**src/rtl/fetch_sequencer.sv**
```systemverilog
// fetch_sequencer: owns the program counter, issues one fetch at a time to the
// instruction manager unit and hands the returned word to decode through a
// valid/ready handshake. Redirects from execute replace the PC at any time,
// and a response already in flight is dropped when it returns.
//
// Optional feature macro: FETCH_SEQ_ALIGN_CHECK_EN
//   defined   - a misaligned redirect parks the sequencer in FAULT (out_fault=1)
//   undefined - redirect_pc[1:0] is forced to 2'b00, out_fault is tied low
//
// state | meaning
// ISSUE | idle; issues a fetch as soon as the IMU is ready (also drains a stale response after reset)
// BUSY  | one fetch outstanding at the IMU
// HOLD  | instruction presented to decode, waiting for out_ready
// FAULT | misaligned redirect taken; no fetches until an aligned redirect
module fetch_sequencer #(
    parameter logic [31:0] RESET_PC = 32'h0000_0000
) (
    input  logic        clk,
    input  logic        rst,
    input  logic        imu_ready,
    input  logic [31:0] imu_ir,
    output logic [31:0] imu_pc,
    output logic        imu_fetch,
    input  logic        redirect_valid,
    input  logic [31:0] redirect_pc,
    output logic        out_valid,
    output logic [31:0] out_ir,
    output logic [31:0] out_pc,
    input  logic        out_ready,
    output logic        out_fault
);

    typedef enum logic [1:0] {
        ISSUE = 2'd0,
        BUSY  = 2'd1,
        HOLD  = 2'd2
`ifdef FETCH_SEQ_ALIGN_CHECK_EN
        , FAULT = 2'd3
`endif
    } state_t;

    state_t      state;
    logic [31:0] pc;
    logic        discard;
    logic [31:0] redirect_load;
    state_t      redirect_target;
    state_t      drain_target;

`ifdef FETCH_SEQ_ALIGN_CHECK_EN
    // A misaligned redirect taken while BUSY is remembered here so FAULT is
    // entered only once the dropped response has drained.
    logic fault_pend;
    logic misaligned;

    assign misaligned      = (redirect_pc[1:0] != 2'b00);
    assign redirect_load   = redirect_pc;
    assign redirect_target = misaligned ? FAULT : ISSUE;
    assign drain_target    = fault_pend ? FAULT : ISSUE;
    assign out_fault       = (state == FAULT);
`else
    assign redirect_load   = redirect_pc & 32'hFFFF_FFFC;
    assign redirect_target = ISSUE;
    assign drain_target    = ISSUE;
    assign out_fault       = 1'b0;
`endif

    // Fetch request is a single-cycle pulse; a same-cycle redirect suppresses it.
    assign imu_fetch = !rst && (state == ISSUE) && imu_ready && !redirect_valid;
    assign imu_pc    = pc;

    // Sequencer state, PC and decode-side output registers; redirect has priority.
    always_ff @(posedge clk) begin
        if (rst) begin
            state     <= ISSUE;
            pc        <= RESET_PC;
            discard   <= 1'b0;
            out_valid <= 1'b0;
            out_ir    <= 32'h0;
            out_pc    <= 32'h0;
`ifdef FETCH_SEQ_ALIGN_CHECK_EN
            fault_pend <= 1'b0;
`endif
        end else if (redirect_valid) begin
            pc <= redirect_load;
            case (state)
                BUSY: begin
                    if (imu_ready) begin
                        discard <= 1'b0;
                        state   <= redirect_target;
                    end else begin
                        discard <= 1'b1;
                    end
                end
                HOLD: begin
                    out_valid <= 1'b0;
                    state     <= redirect_target;
                end
                default: state <= redirect_target;
            endcase
`ifdef FETCH_SEQ_ALIGN_CHECK_EN
            fault_pend <= (state == BUSY) && !imu_ready && misaligned;
`endif
        end else begin
            case (state)
                ISSUE: begin
                    if (imu_fetch) state <= BUSY;
                end
                BUSY: begin
                    if (imu_ready) begin
                        if (discard) begin
                            discard <= 1'b0;
                            state   <= drain_target;
                        end else begin
                            out_ir    <= imu_ir;
                            out_pc    <= pc;
                            out_valid <= 1'b1;
                            state     <= HOLD;
                        end
                    end
                end
                HOLD: begin
                    if (out_ready) begin
                        out_valid <= 1'b0;
                        pc        <= pc + 32'd4;
                        state     <= ISSUE;
                    end
                end
                default: ;
            endcase
`ifdef FETCH_SEQ_ALIGN_CHECK_EN
            if ((state == BUSY) && imu_ready) fault_pend <= 1'b0;
`endif
        end
    end

endmodule

```
**config.mk**
```make
export PLATFORM = sky130hd
export DESIGN_NAME = fetch_sequencer
export DESIGN_NICKNAME = d
export VERILOG_FILES = /design/src/rtl/fetch_sequencer.sv
export SDC_FILE = /design/constraint.sdc
export NUM_CORES = 1
export LEC_CHECK = 0
export BUFFER_PORTS_ARGS = -buffer_cell sky130_fd_sc_hd__buf_4
export CAP_MARGIN = 25
export CORE_MARGIN = 2
export CORE_UTILIZATION = 52
export CTS_CLUSTER_DIAMETER = 200
export DETAILED_ROUTE_END_ITERATION = 8
export GPL_ROUTABILITY_DRIVEN = 0
export HOLD_SLACK_MARGIN = 0.12
export PLACE_DENSITY_LB_ADDON = 0.05
export SLEW_MARGIN = 5
export SYNTH_ARGS = -nofsm -noshare
export SYNTH_HDL_FRONTEND = slang
export SYNTH_SLANG_ARGS = --single-unit
```
**constraint.sdc**
```tcl
create_clock -name clk -period 4.9 [get_ports clk]
set_input_delay 0.245 -clock clk [delete_from_list [all_inputs] [get_ports clk]]
set_output_delay 0.245 -clock clk [all_outputs]
set_load 0.1 [all_outputs]
```
==> results of run 1 <==
[worst paths after layout]
kind | cells past startpoint | slack, ns | start | to
worst max-delay path | 7 | 2.65 | state[0] | imu_pc[17]
worst min-delay path | 3 | 0.13 | imu_ir[3] | out_ir[3]
worst max register to register | 7 | 2.65 | state[0] | imu_pc[17]
worst min register to register | 2 | 0.46 | out_pc[2] | out_pc[2]
[cells by family (layout without fill, tap and decap cells)]
kind of cell | Yosys count | after routing | synth area share [%]
and+or+nand+nor | 237 | 237 | 26.5
other | 1 | 5 | 0.0912
DFF | 96 | 96 | 46.8
muxes | 3 | 3 | 0.731
buffers and inverters | 49 | 196 | 4.96
xor gates and xnor gates | 24 | 24 | 5.11
adders and majority gates | 4 | 4 | 1.22
AOI/OAI and AO/OA | 106 | 106 | 14.7
[per-layer routing]
metal	wire, µm	up-vias	global-route usage, %
met4	145	0	9.07
met3	759	16	5.45
met5	0	-	0
li1	-	2038	-
met1	4640	1838	31.4
met2	5040	133	39.6
[synth_stat cells, drive strengths merged]
| library cell | number |
|---|---|
| a31oi | 1 |
| o211ai | 2 |
| o31ai | 1 |
| nand2 | 143 |
| nand2b | 2 |
| o2bb2ai | 1 |
| inv | 11 |
| xnor2 | 6 |
| a211oi | 17 |
| a21oi | 74 |
| a221oi | 1 |
| mux2i | 3 |
| clkbuf | 32 |
| nand4 | 13 |
| and2 | 2 |
| o21ai | 4 |
| or4 | 2 |
| nand4b | 1 |
| o21a | 1 |
| o22ai | 1 |
| or3 | 3 |
| and3 | 5 |
| ha | 4 |
| buf | 6 |
| nand3b | 1 |
| conb | 1 |
| nand3 | 17 |
| nor2 | 34 |
| nor2b | 1 |
| nor4 | 4 |
| nor3 | 4 |
| o21bai | 1 |
| nor3b | 2 |
| or2 | 1 |
| dfxtp | 96 |
| and4 | 2 |
| a311oi | 2 |
| xor2 | 18 |
[stage by stage]
| step | utilization [%] | instances | setup WS (ns) | total power, µW |
|---|---|---|---|---|
| final | 72.7 | 773 | 2.65 | 1670 |
| after global routing | 72.7 | 773 | 2.47 | 1740 |
| after CTS | 72.5 | 772 | 2.66 | 1680 |
| after detailed placement | 69.5 | 751 | 2.72 | 1220 |
| after global placement | 69.0 | 749 | 2.75 | 1210 |
| after floorplan | - | 524 | 1.80 | 1120 |
[layout make-up]
class | instances | area [µm²] | area share (%)
repair buffers | 170 | 1320 | 23.6
well taps | 102 | 128 | 2.28
inverters | 11 | 41.3 | 0.739
clock buffers | 11 | 141 | 2.53
flip-flops and latches | 96 | 1920 | 34.4
multi-input cells | 379 | 2000 | 35.9
clock inverters | 4 | 31.3 | 0.560
[report_power, final]
group          switching [µW]  internal (µW)  total, µW
combinational             270           98.7        368
clock                     271            197        467
sequential               32.9            805        838
[cells in the final DEF (no fill, tap or decap), drive strengths merged, types with 13 or more instances in the layout]
cell	synthesis	layout
a211oi	17	17
a21oi	74	74
buf	6	163
dfxtp	96	96
nand2	143	143
nand3	17	17
nand4	13	13
nor2	34	34
xor2	18	18
[worst max-delay path, stage by stage, from the launching register on]
cell and delay (ns):
dfxtp_1 0.33, inv_1 0.08, ha_1 0.31, nand4_2 0.25
nor4_1 0.49, nand3_1 0.17, or4_1 0.42, o211ai_1 0.12
[flip-flops by register name, indices dropped and copies added, names as in the netlist]
signal and cells:
out_ir 32, imu_pc 30, out_pc 30, state 2, discard 1, out_valid 1
==> reports/qor.yml, run 1 <==
run_status:
  outcome: "completed"
power_and_ir_drop:
  power.density_mw_per_mm2: 300
  p_leak_uw: 0.00228
  ir_worst_vdd_mv: 0.177
synth:
  syn_area_per_cell_um2: 7.90
  synth_area_mm2: 0.00411
  yosys.area.top_type_share_pct: 46.8
  yosysSeqAreaShare_pct: 46.8
  yosys.area.top_type: "dfxtp_1"
  ys_warn_count: 0
  ys_types: 45
  synth_cells: 520
  synth.area.top_cells: "dfxtp_1 (47%), nand2_1 (13%), a21oi_1 (9.0%), xor2_1 (3.8%), a211oi_1 (3.1%)"
  synth_seq_cells: 96
final_layout:
  layout-drive-gt1-share_pct: 27.7
  fill_cells: 636
  fin_area_mm2: 0.00559
  antenna_cells: 0
  nets: 740
  area_growth_pct: 35.9
die:
  rows: 32
  design.core.area_mm2: 0.00769
  dieArea_mm2: 0.00863
  die_h_um: 92.9
  start_util_pct: 53.5
  num_io_pins: 168
  die_x_um: 92.9
clock_tree:
  cts-hold-fix-buffers: 6
  post_cts_resize_count: 0
  path_clk_slew_ns: 0.09
  clock_sinks: 96
  clockBufferDepth: 2
  clk_latency_ns: 0.35
  cts_made_buffers: 9
  postCtsSetupBuffers: 0
  clockRootBuffer: "clkbuf_8"
  cts_tree: "yes"
  cts_max_level: 3
timing:
  fin_skew_ns: 0.0107
  setup_viol_count_final: 0
  drv_slew: 0
  clock.fmax_mhz: 445
  tns_ns: 0
  rsz0062_at_grt: "false"
  tightest_slew_ns: 0.995
  period_share_pct: 45.8
  post-route-min-period_ns: 2.25
  slew_headroom_pct: 33.7
  final_hold_viol_count: 0
  timing.hold.ws_ns: 0.130
job:
  cap_violations: 0
detailed_routing:
  drtAntennaViolNets: 0
  wl_per_cell_um: 13.7
  drt-initial-drc-count: 173
  wl_um: 10600
  drcViolationCount: 0
  vias: 4025
  viasPerCell: 5.21
  drt-pass1-iter-count: 7
worst_setup_path:
  critPathCaptureType: "flop"
  crit_fanout: 8
  worstPathArrival_ns: 2.51
  cp_data_required_time_ns: 5.16
  critPathLaunchType: "flop"
  path_class: "flop to flop"
grt:
  grt_antenna_before_repair: 0
  grt_pass1_vias: 3778
  grt_start_max_net_pins: 102
  track_usage_pct: 24.3
  grt_pass1_wl_um: 17200
  overflow: 0
place:
  hpwl_um: 7380
  place_area_mm2: 0.00534
  port_buffers: 160
hold_path:
  min_path_type: "primary input to flop"
No activity file was read; power rests on OpenSTA's default activity.
==> run 2: changes to the inputs <==
CORE_UTILIZATION = 48   (was 52)
clock period = 2.1 ns   (was 4.9 ns; I/O delays follow)
==> run 2 against run 1 <==
Hold slack gained 0.019 ns. Via count grew 8.3%. Clock skew shrank 0.00099 ns. Critical path type unchanged.
==> reports/qor.yml, run 2 (synthesis results as in run 1) <==
run_status:
  outcome: "completed"  # unchanged
clock_tree:
  cts_tree: "yes"  # unchanged
  postCtsSetupBuffers: 0  # unchanged
  clock_sinks: 96  # unchanged
  cts_made_buffers: 9  # unchanged
  clockBufferDepth: 2  # unchanged
  clockRootBuffer: "clkbuf_8"  # unchanged
  cts_max_level: 3  # unchanged
  path_clk_slew_ns: 0.09  # about the same
  clk_latency_ns: 0.36  # was 0.35 ns
power_and_ir_drop:
  power.density_mw_per_mm2: 657  # was 300 mW/mm²
  p_leak_uw: 0.00262  # was 0.00228 µW
  ir_worst_vdd_mv: 0.391  # was 0.177 mV
final_layout:
  fin_cells: 846  # was 773
  top_register: "out_ir"  # unchanged
  mostFrequentLayoutCells: "buf_4 (171), nand2_1 (142), a21oi_1 (74), dfxtp_1 (71), dlygate4sd3_1 (67)"  # was buf_4 (161), nand2_1 (142), dfxtp_1 (96), a21oi_1 (74), nor2_1 (34)
  largest_register_ffs: 32  # unchanged
  layout-drive-gt1-share_pct: 30.2  # was 27.7%
  area_growth_pct: 54.1  # was 35.9%
  fin_area_mm2: 0.00633  # was 0.00559 mm²
  final_common_cell: "buf_4"  # unchanged
  antenna_cells: 0  # unchanged
  nets: 809  # was 740
timing:
  timing.final.ws_setup_ns: 0.173  # was 2.65 ns
  setup_viol_count_final: 0  # unchanged
  post-route-min-period_ns: 1.93  # was 2.25 ns
  final_hold_viol_count: 0  # unchanged
  tightest_slew_ns: 0.786  # was 0.995 ns
  timing.hold.ws_ns: 0.150  # was 0.130 ns
  period_share_pct: 91.8  # was 45.8%
  fin_skew_ns: 0.00971  # was 0.0107 ns
  rsz0062_at_grt: "false"  # unchanged
  slew_headroom_pct: 47.6  # was 33.7%
  clock.fmax_mhz: 519  # was 445 MHz
  tns_ns: 0  # unchanged
  drv_slew: 0  # unchanged
die:
  die_h_um: 96.5  # was 92.9 µm
  design.core.area_mm2: 0.00826  # was 0.00769 mm²
  start_util_pct: 49.8  # was 53.5%
  die_x_um: 96.5  # was 92.9 µm
  dieArea_mm2: 0.00932  # was 0.00863 mm²
  rows: 33  # was 32
  num_io_pins: 168  # unchanged
worst_setup_path:
  critPathCaptureType: "flop"  # unchanged
  path_buf_inv: 1  # unchanged
  path_class: "flop to flop"  # unchanged
  slowest_delay_ns: 0.42  # was 0.49 ns
  critical_path.slowest_cell: "or4_1"  # was nor4_1
  worstPathArrival_ns: 2.21  # was 2.51 ns
  cp_data_required_time_ns: 2.38  # was 5.16 ns
  critPathLaunchType: "flop"  # unchanged
  crit_fanout: 6  # was 8
  critPathTopFamily: "simple AND/OR/NAND/NOR gates"  # unchanged
  rrSetupSlack_ns: 0.17  # was 2.65 ns
  path_cells: "inv_1 -> ha_1 -> nand4_2 -> nor4_2 -> nand3_1 -> or4_1 -> o211ai_1"  # was inv_1 -> ha_1 -> nand4_2 -> nor4_1 -> nand3_1 -> or4_1 -> o211ai_1
detailed_routing:
  drtAntennaViolNets: 0  # unchanged
  drcViolationCount: 0  # unchanged
  wl_per_cell_um: 14.2  # was 13.7 µm
  wl_um: 12000  # was 10600 µm
  vias: 4358  # was 4025
  drt-initial-drc-count: 129  # was 173
  viasPerCell: 5.15  # was 5.21
  drt-pass1-iter-count: 6  # was 7
hold_path:
  min_path_type: "primary input to flop"  # unchanged
grt:
  grt_antenna_before_repair: 0  # unchanged
  track_usage_pct: 24.8  # was 24.3%
  overflow: 0  # unchanged
  grt_pass1_vias: 3922  # was 3778
  grt_pass1_wl_um: 18100  # was 17200 µm
  grt_start_max_net_pins: 78  # was 102
place:
  hpwl_um: 7720  # was 7380 µm
  place_area_mm2: 0.00544  # was 0.00534 mm²
  port_buffers: 160  # unchanged
  dp_cells: 763  # was 751
  dp_slack_ns: 0.0889  # was 2.72 ns
job:
  cap_violations: 0  # unchanged
## run 2: cell types whose count changed in the layout (fill, tap and decap cells not counted), sizes merged
cell and change:
dlygate4sd3 +60, buf +9, clkinv +3, clkinvlp -3, bufinv +1, clkbuf -1, inv +1
## run 2: report_power, final
part	internal, µW	switching [µW]
clock network	588	645
logic	307	657
registers	1880	79.0
## run 2: what timing repair did
item | in CTS | in global routing
hold endpoints to repair | 70 | 0
setup endpoints to repair | 0 | 7
gates resized for setup | 0 | 2
hold buffers | 67 | 0
## run 2: routing by layer
metal / track usage, % / share of wire, % / up-vias
met2: 42.3 / 50 / 127
li1: - / - / 2171
met1: 31.4 / 43 / 2044
met4: 7.98 / 1.4 / 0
met3: 5.28 / 5.8 / 16
met5: 0 / 0 / -
## run 2: area by class of cell
type	instances	area (µm²)
Multi-Input combinational cell	379	2020
Timing Repair Buffer	239	1970
Sequential cell	96	1960
Fill cell	632	1930
Clock buffer	10	138
Tap cell	105	131
Clock inverter	6	66.3
Inverter	11	41.3
## run 2: worst min-delay path, cell delays in order
cell and delay [ns]:
buf_4 0.19, nand2_1 0.10, a31oi_1 0.07
## run 2: metrics by stage
| step | total power (µW) | utilization (%) |
|---|---|---|
| floorplan | 2620 | - |
| global placement | 2850 | 65.9 |
| detailed placement | 2860 | 65.9 |
| CTS | 4180 | 76.5 |
| global route | 4320 | 76.7 |
| finish | 4160 | 76.7 |
## run 2: path summary, 6_finish.rpt
check | start | cells after the start | to
worst max register to register | state[0] | 7 | imu_pc[17]
worst min-delay path | redirect_valid | 3 | imu_pc[18]
worst max-delay path | state[0] | 7 | imu_pc[17]
worst min register to register | out_ir[5] | 2 | out_ir[5]
